[src/rtl/hdmi_pkg.sv]
// rtl/hdmi_pkg.sv - shared widths, lock FSM encodings and pixel type for the HDMI-in framer
package hdmi_pkg;
  localparam int XBITS_DEF       = 13;
  localparam int YBITS_DEF       = 11;
  localparam int LOCK_FRAMES_DEF = 2;

  localparam logic [1:0] ST_UNLOCK = 2'b00;
  localparam logic [1:0] ST_CHECK  = 2'b01;
  localparam logic [1:0] ST_LOCKED = 2'b10;

  typedef struct packed {
    logic [7:0] r;
    logic [7:0] g;
    logic [7:0] b;
  } rgb_t;
endpackage

[src/rtl/hdmi_sync_edge.sv]
// rtl/hdmi_sync_edge.sv - learns one sync line's polarity from DE and flags its active edge
module hdmi_sync_edge (
  input  logic clk_i,
  input  logic reset_n_i,
  input  logic sync_i,
  input  logic de_i,
  output logic active_o,
  output logic rise_o
);
  logic pol_q;
  logic pol_d;
  logic active_prev_q;

  // Sync is never asserted during active video, so its level under DE is the inactive one.
  assign pol_d    = de_i ? ~sync_i : pol_q;
  assign active_o = (sync_i == pol_q);
  assign rise_o   = active_o & ~active_prev_q;

  always_ff @(posedge clk_i) begin
    if (!reset_n_i) begin
      pol_q         <= 1'b1;
      active_prev_q <= 1'b0;
    end else begin
      pol_q         <= pol_d;
      active_prev_q <= active_o;
    end
  end
endmodule

[src/rtl/hdmi_pix_framer.sv]
// rtl/hdmi_pix_framer.sv - HDMI-in pixel framer: sync/DE to framing strobes, size measurement, lock
module hdmi_pix_framer
  import hdmi_pkg::*;
#(
  parameter int XBITS       = XBITS_DEF,
  parameter int YBITS       = YBITS_DEF,
  parameter int LOCK_FRAMES = LOCK_FRAMES_DEF
) (
  input  logic             i_pix_clk,
  input  logic             i_reset_n,
  input  logic             i_hsync,
  input  logic             i_vsync,
  input  logic             i_de,
  input  logic [7:0]       i_r,
  input  logic [7:0]       i_g,
  input  logic [7:0]       i_b,
  output logic             o_pix_eof,
  output logic             o_pix_eol,
  output logic             o_pix_newline,
  output logic             o_pix_valid,
  output logic [7:0]       o_pix_r,
  output logic [7:0]       o_pix_g,
  output logic [7:0]       o_pix_b,
  output logic [XBITS-1:0] o_pix_npix,
  output logic [YBITS-1:0] o_pix_nlines,
  output logic             o_locked
);
  localparam logic [XBITS-1:0] XMAX = '1;
  localparam logic [YBITS-1:0] YMAX = '1;

  logic hs_q, vs_q, de_q, de_prev_q;
  rgb_t pix_q;

  always_ff @(posedge i_pix_clk) begin
    if (!i_reset_n) begin
      hs_q      <= 1'b0;
      vs_q      <= 1'b0;
      de_q      <= 1'b0;
      de_prev_q <= 1'b0;
      pix_q     <= '0;
    end else begin
      hs_q      <= i_hsync;
      vs_q      <= i_vsync;
      de_q      <= i_de;
      de_prev_q <= de_q;
      pix_q     <= '{r: i_r, g: i_g, b: i_b};
    end
  end

  logic de_rise, de_fall, eof_evt;
  logic hs_active_unused, hs_rise_unused, vs_active_unused;

  assign de_rise = de_q & ~de_prev_q;
  assign de_fall = ~de_q & de_prev_q;

  hdmi_sync_edge u_hsync (
    .clk_i     (i_pix_clk),
    .reset_n_i (i_reset_n),
    .sync_i    (hs_q),
    .de_i      (de_q),
    .active_o  (hs_active_unused),
    .rise_o    (hs_rise_unused)
  );

  hdmi_sync_edge u_vsync (
    .clk_i     (i_pix_clk),
    .reset_n_i (i_reset_n),
    .sync_i    (vs_q),
    .de_i      (de_q),
    .active_o  (vs_active_unused),
    .rise_o    (eof_evt)
  );

  logic [XBITS-1:0] xcnt_q, xcnt_d, npix_q, npix_d;
  logic [YBITS-1:0] ycnt_q, ycnt_d, nlines_q, nlines_d, ycnt_close;

  always_comb begin
    xcnt_d = xcnt_q;
    if (de_rise) begin
      xcnt_d = XBITS'(1);
    end else if (de_q && (xcnt_q != XMAX)) begin
      xcnt_d = xcnt_q + XBITS'(1);
    end
    npix_d = de_fall ? xcnt_q : npix_q;
  end

  // A line ending in the eof cycle still belongs to the frame being closed.
  always_comb begin
    ycnt_close = (de_fall && (ycnt_q != YMAX)) ? ycnt_q + YBITS'(1) : ycnt_q;
    ycnt_d     = eof_evt ? '0 : ycnt_close;
    nlines_d   = eof_evt ? ycnt_close : nlines_q;
  end

  logic [1:0]       state_q, state_d;
  logic [3:0]       fc_q, fc_d;
  logic [XBITS-1:0] prev_npix_q, prev_npix_d;
  logic [YBITS-1:0] prev_nlines_q, prev_nlines_d;
  logic             frame_ok;

  assign frame_ok = (npix_d == prev_npix_q) && (nlines_d == prev_nlines_q) &&
                    (npix_d != '0) && (nlines_d != '0);

  always_comb begin
    state_d       = state_q;
    fc_d          = fc_q;
    prev_npix_d   = prev_npix_q;
    prev_nlines_d = prev_nlines_q;
    if (eof_evt) begin
      prev_npix_d   = npix_d;
      prev_nlines_d = nlines_d;
      case (state_q)
        ST_UNLOCK: begin
          if (frame_ok) begin
            fc_d    = 4'd1;
            state_d = ST_CHECK;
          end
        end
        ST_CHECK: begin
          if (frame_ok) begin
            fc_d = fc_q + 4'd1;
            if ((fc_q + 4'd1) == 4'(LOCK_FRAMES)) state_d = ST_LOCKED;
          end else begin
            fc_d    = 4'd0;
            state_d = ST_UNLOCK;
          end
        end
        ST_LOCKED: begin
          if (!frame_ok) begin
            fc_d    = 4'd0;
            state_d = ST_UNLOCK;
          end
        end
        default: begin
          fc_d    = 4'd0;
          state_d = ST_UNLOCK;
        end
      endcase
    end
  end

  logic eof_q, eol_q, newline_q, valid_q;
  rgb_t pix_out_q;

  always_ff @(posedge i_pix_clk) begin
    if (!i_reset_n) begin
      xcnt_q        <= '0;
      npix_q        <= '0;
      ycnt_q        <= '0;
      nlines_q      <= '0;
      state_q       <= ST_UNLOCK;
      fc_q          <= 4'd0;
      prev_npix_q   <= '0;
      prev_nlines_q <= '0;
      eof_q         <= 1'b0;
      eol_q         <= 1'b0;
      newline_q     <= 1'b0;
      valid_q       <= 1'b0;
      pix_out_q     <= '0;
    end else begin
      xcnt_q        <= xcnt_d;
      npix_q        <= npix_d;
      ycnt_q        <= ycnt_d;
      nlines_q      <= nlines_d;
      state_q       <= state_d;
      fc_q          <= fc_d;
      prev_npix_q   <= prev_npix_d;
      prev_nlines_q <= prev_nlines_d;
      eof_q         <= eof_evt;
      eol_q         <= de_fall;
      newline_q     <= de_rise;
      valid_q       <= de_q;
      pix_out_q     <= pix_q;
    end
  end

  assign o_pix_eof     = eof_q;
  assign o_pix_eol     = eol_q;
  assign o_pix_newline = newline_q;
  assign o_pix_valid   = valid_q;
  assign o_pix_r       = pix_out_q.r;
  assign o_pix_g       = pix_out_q.g;
  assign o_pix_b       = pix_out_q.b;
  assign o_pix_npix    = npix_q;
  assign o_pix_nlines  = nlines_q;
  assign o_locked      = (state_q == ST_LOCKED);
endmodule

[config.mk]
export PLATFORM = sky130hd
export DESIGN_NAME = hdmi_pix_framer
export DESIGN_NICKNAME = d
export VERILOG_FILES = /design/src/rtl/hdmi_pkg.sv /design/src/rtl/hdmi_sync_edge.sv /design/src/rtl/hdmi_pix_framer.sv
export SDC_FILE = /design/constraint.sdc
export NUM_CORES = 1
export LEC_CHECK = 0
export BUFFER_PORTS_ARGS = -buffer_cell sky130_fd_sc_hd__buf_2
export CAP_MARGIN = 20
export CORE_MARGIN = 1.5
export CORE_UTILIZATION = 31
export DETAILED_ROUTE_END_ITERATION = 10
export PLACE_DENSITY_LB_ADDON = 0.1
export SETUP_SLACK_MARGIN = 0.15
export SLEW_MARGIN = 15
export SYNTH_ARGS = -nofsm -noshare
export SYNTH_HDL_FRONTEND = slang
export SYNTH_SLANG_ARGS = --single-unit
[constraint.sdc]
create_clock -name i_pix_clk -period 4.1 [get_ports i_pix_clk]
set_input_delay 0.205 -clock i_pix_clk [delete_from_list [all_inputs] [get_ports i_pix_clk]]
set_output_delay 0.205 -clock i_pix_clk [all_outputs]
set_load 0.02 [all_outputs]
Word level (Yosys, flattened, before mapping)
Cells that the tools add are included.

Output and inout port bits: 53. Bits of input ports: 29. Logic and storage cells: 72. Register bits after elaboration: 134.

$add $sub $neg: 3. Eq/ne operators: 11. Muxes and demuxes: 14. Bitwise logic cells: 8. Reductions and logical operators: 13.

Operators with widths (number): 2-to-1 mux 11 bit (2); adder 13 x 1 -> 13 bit, second input constant (1); == test 13 bit (1); 2-to-1 mux 13 bit (1); != test 13 bit, second input constant (1); nonzero test 13 bit (1); 2-to-1 mux 4 bit (3); one-hot mux 4 bit (3 select lines) (1); adder 11 x 1 -> 11 bit, second input constant (1); == test 11 bit (1); != test 11 bit, second input constant (1); nonzero test 11 bit (1); 2-to-1 mux 2 bit (4); one-hot mux 2 bit (3 select lines) (1); logical AND 1 bit (5); inverter 1 bit (5); adder 4 x 1 -> 4 bit, second input constant (1); == test 4 x 2 -> 1 bit, second input constant (1); != test 2 bit, second input constant (2); AND reduction 4 bit (1); OR reduction 2 bit (2); bitwise AND 1 bit (3); != test 3 bit, second input constant (1); AND reduction 3 bit (1); other kinds (6) (7).

Depth between registers and ports, before layout
Depth in word-level cells: 11. Mapped depth: 12. Mapped depth without buffers: 9.

Hierarchy
A second synthesis with hierarchy kept.

Cells, all modules: 606. Area total of the unflattened synthesis: 5527.8 um^2.

Modules (own cells, without submodules): hdmi_pix_framer (seq. area each 2642.5 um^2, area each 5447.7 um^2, times used 1, cells each 598); hdmi_sync_edge (seq. area each 40.0 um^2, area each 80.1 um^2, times used 1, cells each 8).

Worst setup path after synthesis
OpenSTA, ideal clock, no wires.

Kind: register -> register. Start point: register, netlist name o_pix_valid. End point: register fc_q[1]. Slack: 1.477 ns. Clock period less this slack: 2.623 ns. Cell stages (with the launch flop): 9. Library setup time: 0.074 ns. Required time: 4.026 ns. Path buffers: 0. Arrival time: 2.548 ns. Path through: dfxtp_1 -> and4b_2 -> nand3_2 -> o31a_1 -> a311o_1 -> a2111o_1 -> nor4_4 -> a32oi_1 -> a31oi_1.

RTL lines: end signal: assignment (RTL line hdmi_pix_framer.sv:151) `fc_q <= 4'd0;`; end signal: assignment (RTL line hdmi_pix_framer.sv:165) `fc_q <= fc_d;`; end: declaration (RTL line hdmi_pix_framer.sv:95) `logic [3:0] fc_q, fc_d;`.

Worst setup path in the final report
Start point: register de_q. End point: register fc_q[2].

Cells in the longest elaborated chain, start to end: 11. Elaborated cells between the ends (all ways): 18. Those cells by class: eq/ne: 4; mux: 5; bitwise: 2; reduce/logical: 7.

Ends and longest elaborated chain: start: declaration (RTL line hdmi_pix_framer.sv:31) `logic hs_q, vs_q, de_q, de_prev_q;`; start signal: assignment (RTL line hdmi_pix_framer.sv:44) `de_q <= i_de;`; inverter 1 bit (*) (RTL line hdmi_pix_framer.sv:54) `assign de_fall = ~de_q & de_prev_q;`; bitwise AND 1 bit (*) (RTL line hdmi_pix_framer.sv:54); logical AND 1 bit (RTL line hdmi_pix_framer.sv:89) `ycnt_close = (de_fall && (ycnt_q != YMAX)) ? ycnt_q + YBITS'(1) : ycnt_q;`; 2-to-1 mux 11 bit (RTL line hdmi_pix_framer.sv:89); 2-to-1 mux 11 bit (RTL line hdmi_pix_framer.sv:91) `nlines_d = eof_evt ? ycnt_close : nlines_q;`; == test 11 bit (RTL line hdmi_pix_framer.sv:100) `assign frame_ok = (npix_d == prev_npix_q) && (nlines_d == prev_nlines_q) &&`; logical AND 1 bit (2 in series) (RTL line hdmi_pix_framer.sv:100); logical AND 1 bit (*) (RTL line hdmi_pix_framer.sv:101) `(npix_d != '0) && (nlines_d != '0);`; 2-to-1 mux 4 bit / != test 2 bit (equally long branches); one-hot mux 4 bit (3 select lines) / AND reduction 3 bit (equally long branches).

Every way passes the cells marked *; elsewhere a longest branch is shown, timed or not. A chain may end at the register's enable or synchronous reset.

==> metrics <==
Pins Over Slew Limit 0; final WL about 16 mm; sw frac 0.2604; final setup violation count 0; post-synthesis xor/xnor area fraction 0.04217; Primary FF master, synth dfxtp_1; Core ar. 18150 sq um; RSZ-0062 raised after global routing false; Fin Setup TNS 0 ns; Post-layout nets 770; Netlist cell types a little over 70; Comb power frac 0.097; Mapped Area 5786 sq um; GR Util All Layers 0.1642; Mapped Cells ~640; mux cell area share after synthesis 0.02444; post-synthesis average cell area between 8 and 9 sq um; post-DP HPWL around 11 mm; first-pass GRT wire length 25.47 mm; Die Ht about 140 um; DP Cell Count 921; Max FO, Critical Path 14; Worst-Skew Late Latency around 0.42 ns; Fin Clk Skew around 0.011 ns; ant diodes 0; Vias approximately 5000; fin cells between 900 and 1000; largest net degree at the start of global routing 51; Crit path max-delay family simple AND/OR/NAND/NOR gates; Congestion Overflow GR 0; die width between 100 and 150 um; status finished, violations left; P_leak between 2 and 3 nW; Setup Fix Bufs, Post-CTS 0; largest family of logic cells by synthesized area simple AND/OR/NAND/NOR gates; WL per Instance roughly 16 um; Power Total around 3.2 mW; internal power 2.330 mW; post-synthesis sequential area ratio 0.4637; CTS buffer count 17; Starting Density 0.3188; crit path kind flip-flop to flip-flop; met1 WL approximately 7.4 mm; Buf+Inv Stages, Crit Path 1; element type at the critical path start flip-flop; adder-cell area share of the yosys netlist 0.008651; Max Cap Viol 0; drt first pass iters 8; design area 7179 sq um; pre-CTS WS slightly above 0.7 ns; maximum VDD drop ~250 uV; Final Cycle Share 0.8302; number of I/O pins just over 80; met3 WL post-DR 770 um; ys async rst share 0; Slew HR 0.4512; FP Rows 49; Worst Path Required 4.44 ns; ANT nets after route 0; Via-to-Cell Ratio between 5 and 6; Min-Delay Path Class input port to flip-flop; final setup margin about 0.7 ns; layout cells sized above 1 0.1773; Pwr Density roughly 440 nW/um^2; hold buffers post-CTS 26; H-tree lvl count 4; crit path DAT around 3.7 ns; Slowest Stage Delay on Critical Path around 0.70 ns; part of the power in registers 0.440; cts repair resizes 0; fmax a little under 0.3 GHz; CTS tree done; Synthesis Warnings 0; failing checks DRC; GPL Wtd Cong 0.8359; Synth Area in Compound Gates 0.1652; CP Capture Type flip-flop; drt drc 10; Mapped Nets between 600 and 700; Slew @ Worst Pin between 0.8 and 0.9 ns; clock sink total 134; placed cell areas between 6000 and 7000 sq um; Area Overhead vs Synth 24.09%; worst hold slack 0.2185 ns; Buffers on Ports 80; Post-synth EDFFs 0; antenna violations before repair 0; Critical-path top delay cell nand2b_1; top routing layer used met4; Final min period between 3 and 4 ns; switching pwr 0.8202 mW; Clock power frac 0.463; met2 WL 7.068 mm; vias in the first global route 4903; crit-path cells nand2b_1 -> buf_4 -> nand3_1 -> o221ai_1 -> o311ai_0 -> a2111o_1 -> nor4_4 -> a32oi_1 -> a31oi_1; Reg clk slew, reported paths 0.06 ns; simple-gate share of the synthesized area 0.2530; Root Buffer clkbuf_16; final core occ 0.3956; DR iter-0 viols 340; Seq cells post-synth 134; Final Hold Viols 0; Die Area 19490 sq um; Clock Tree Buf Depth 2
==> power groups by stage <==
| stage | logic, mW | registers (mW) | clock network, mW |
|---|---|---|---|
| floorplan | 0.185 | 1.42 | 0 |
| global placement | 0.283 | 1.41 | 0 |
| detailed placement | 0.286 | 1.41 | 0 |
| CTS | 0.308 | 1.39 | 1.50 |
| global route | 0.338 | 1.39 | 1.55 |
| finish | 0.307 | 1.39 | 1.46 |
==> flip-flops by register name (all words and copies together), names as in the netlist, 2 cells and up <==
register	count
o_pix_g	8
prev_nlines_q	11
ycnt_q	11
o_pix_r	8
state_q	2
o_pix_npix	13
xcnt_q	13
pix_q	24
fc_q	4
prev_npix_q	13
o_pix_b	8
o_pix_nlines	11
==> layer usage <==
metal | up-vias | global-route usage
li1 | 2480 | -
met1 | 2352 | 0.2099
met2 | 128 | 0.2673
met3 | 22 | 0.04095
met4 | 0 | 0.06205
met5 | - | 0
==> placed cells by master (no fill, tap or decap), drive strengths merged, types with 9 or more instances in the layout <==
cell type	n
xnor2	18
o21ai	14
nor2	82
nand4	12
a21oi	26
dlygate4sd3	26
nor4	13
dfxtp	134
and2	64
clkbuf	18
nand3	17
nor3	15
buf	85
xor2	9
a211oi	20
a31oi	10
nand2	28
inv	27
mux2i	13
==> final cells by class <==
cell class / count / area (sq um)
fillers: 1881 / 10970
multi-input cells: 450 / 2860
flip-flops and latches: 134 / 2683
repair buffers: 111 / 698.2
clock buffers: 18 / 439.2
well taps: 229 / 286.5
clock inverters: 14 / 126.4
inverters: 23 / 86.33
==> worst reg2reg max path, cell delays in order (launching register included) <==
cell,delay [ns]
dfxtp_1,0.57
nand2b_1,0.70
buf_4,0.32
nand3_1,0.09
o221ai_1,0.27
o311ai_0,0.21
a2111o_1,0.38
nor4_4,0.43
a32oi_1,0.18
a31oi_1,0.18
==> cell families after synthesis <==
group | Yosys count
XOR/XNOR | 27
AO/OA/AOI/OAI | 130
AND/OR/NAND/NOR | 275
buffers and inverters | 59
adder cells (fa/ha/maj) | 4
multiplexers | 14
flip-flops | 134
==> synth_stat cells, drive strengths merged, types with 5 or more instances <==
| library cell | n | area share |
|---|---|---|
| dfxtp | 134 | 0.46 |
| nor2 | 82 | 0.054 |
| and2 | 64 | 0.069 |
| nand2 | 28 | 0.018 |
| a21oi | 26 | 0.022 |
| clkbuf | 24 | 0.016 |
| inv | 23 | 0.015 |
| a211oi | 20 | 0.028 |
| xnor2 | 18 | 0.027 |
| nand3 | 17 | 0.016 |
| nor3 | 15 | 0.013 |
| o21ai | 14 | 0.012 |
| mux2i | 13 | 0.022 |
| nor4 | 13 | 0.017 |
| buf | 12 | 0.012 |
| nand4 | 12 | 0.013 |
| a31oi | 10 | 0.011 |
| xor2 | 9 | 0.015 |
| nand2b | 8 | 0.0087 |
| nor2b | 7 | 0.0076 |
| a2111oi | 6 | 0.0091 |
| and4 | 6 | 0.0091 |
| or3 | 6 | 0.0065 |
| and3 | 5 | 0.0054 |
| o21a | 5 | 0.0065 |
| o31ai | 5 | 0.0074 |
==> final timing paths <==
kind / from / slack (ns) / end / depth (start not counted)
max: de_q / 0.70 / fc_q[2] / 9
min: i_reset_n / 0.22 / state_q[1] / 2
max reg2reg: de_q / 0.70 / fc_q[2] / 9
min reg2reg: pix_q[10] / 0.43 / o_pix_g[2] / 1
(Power assumes the default switching activity.)
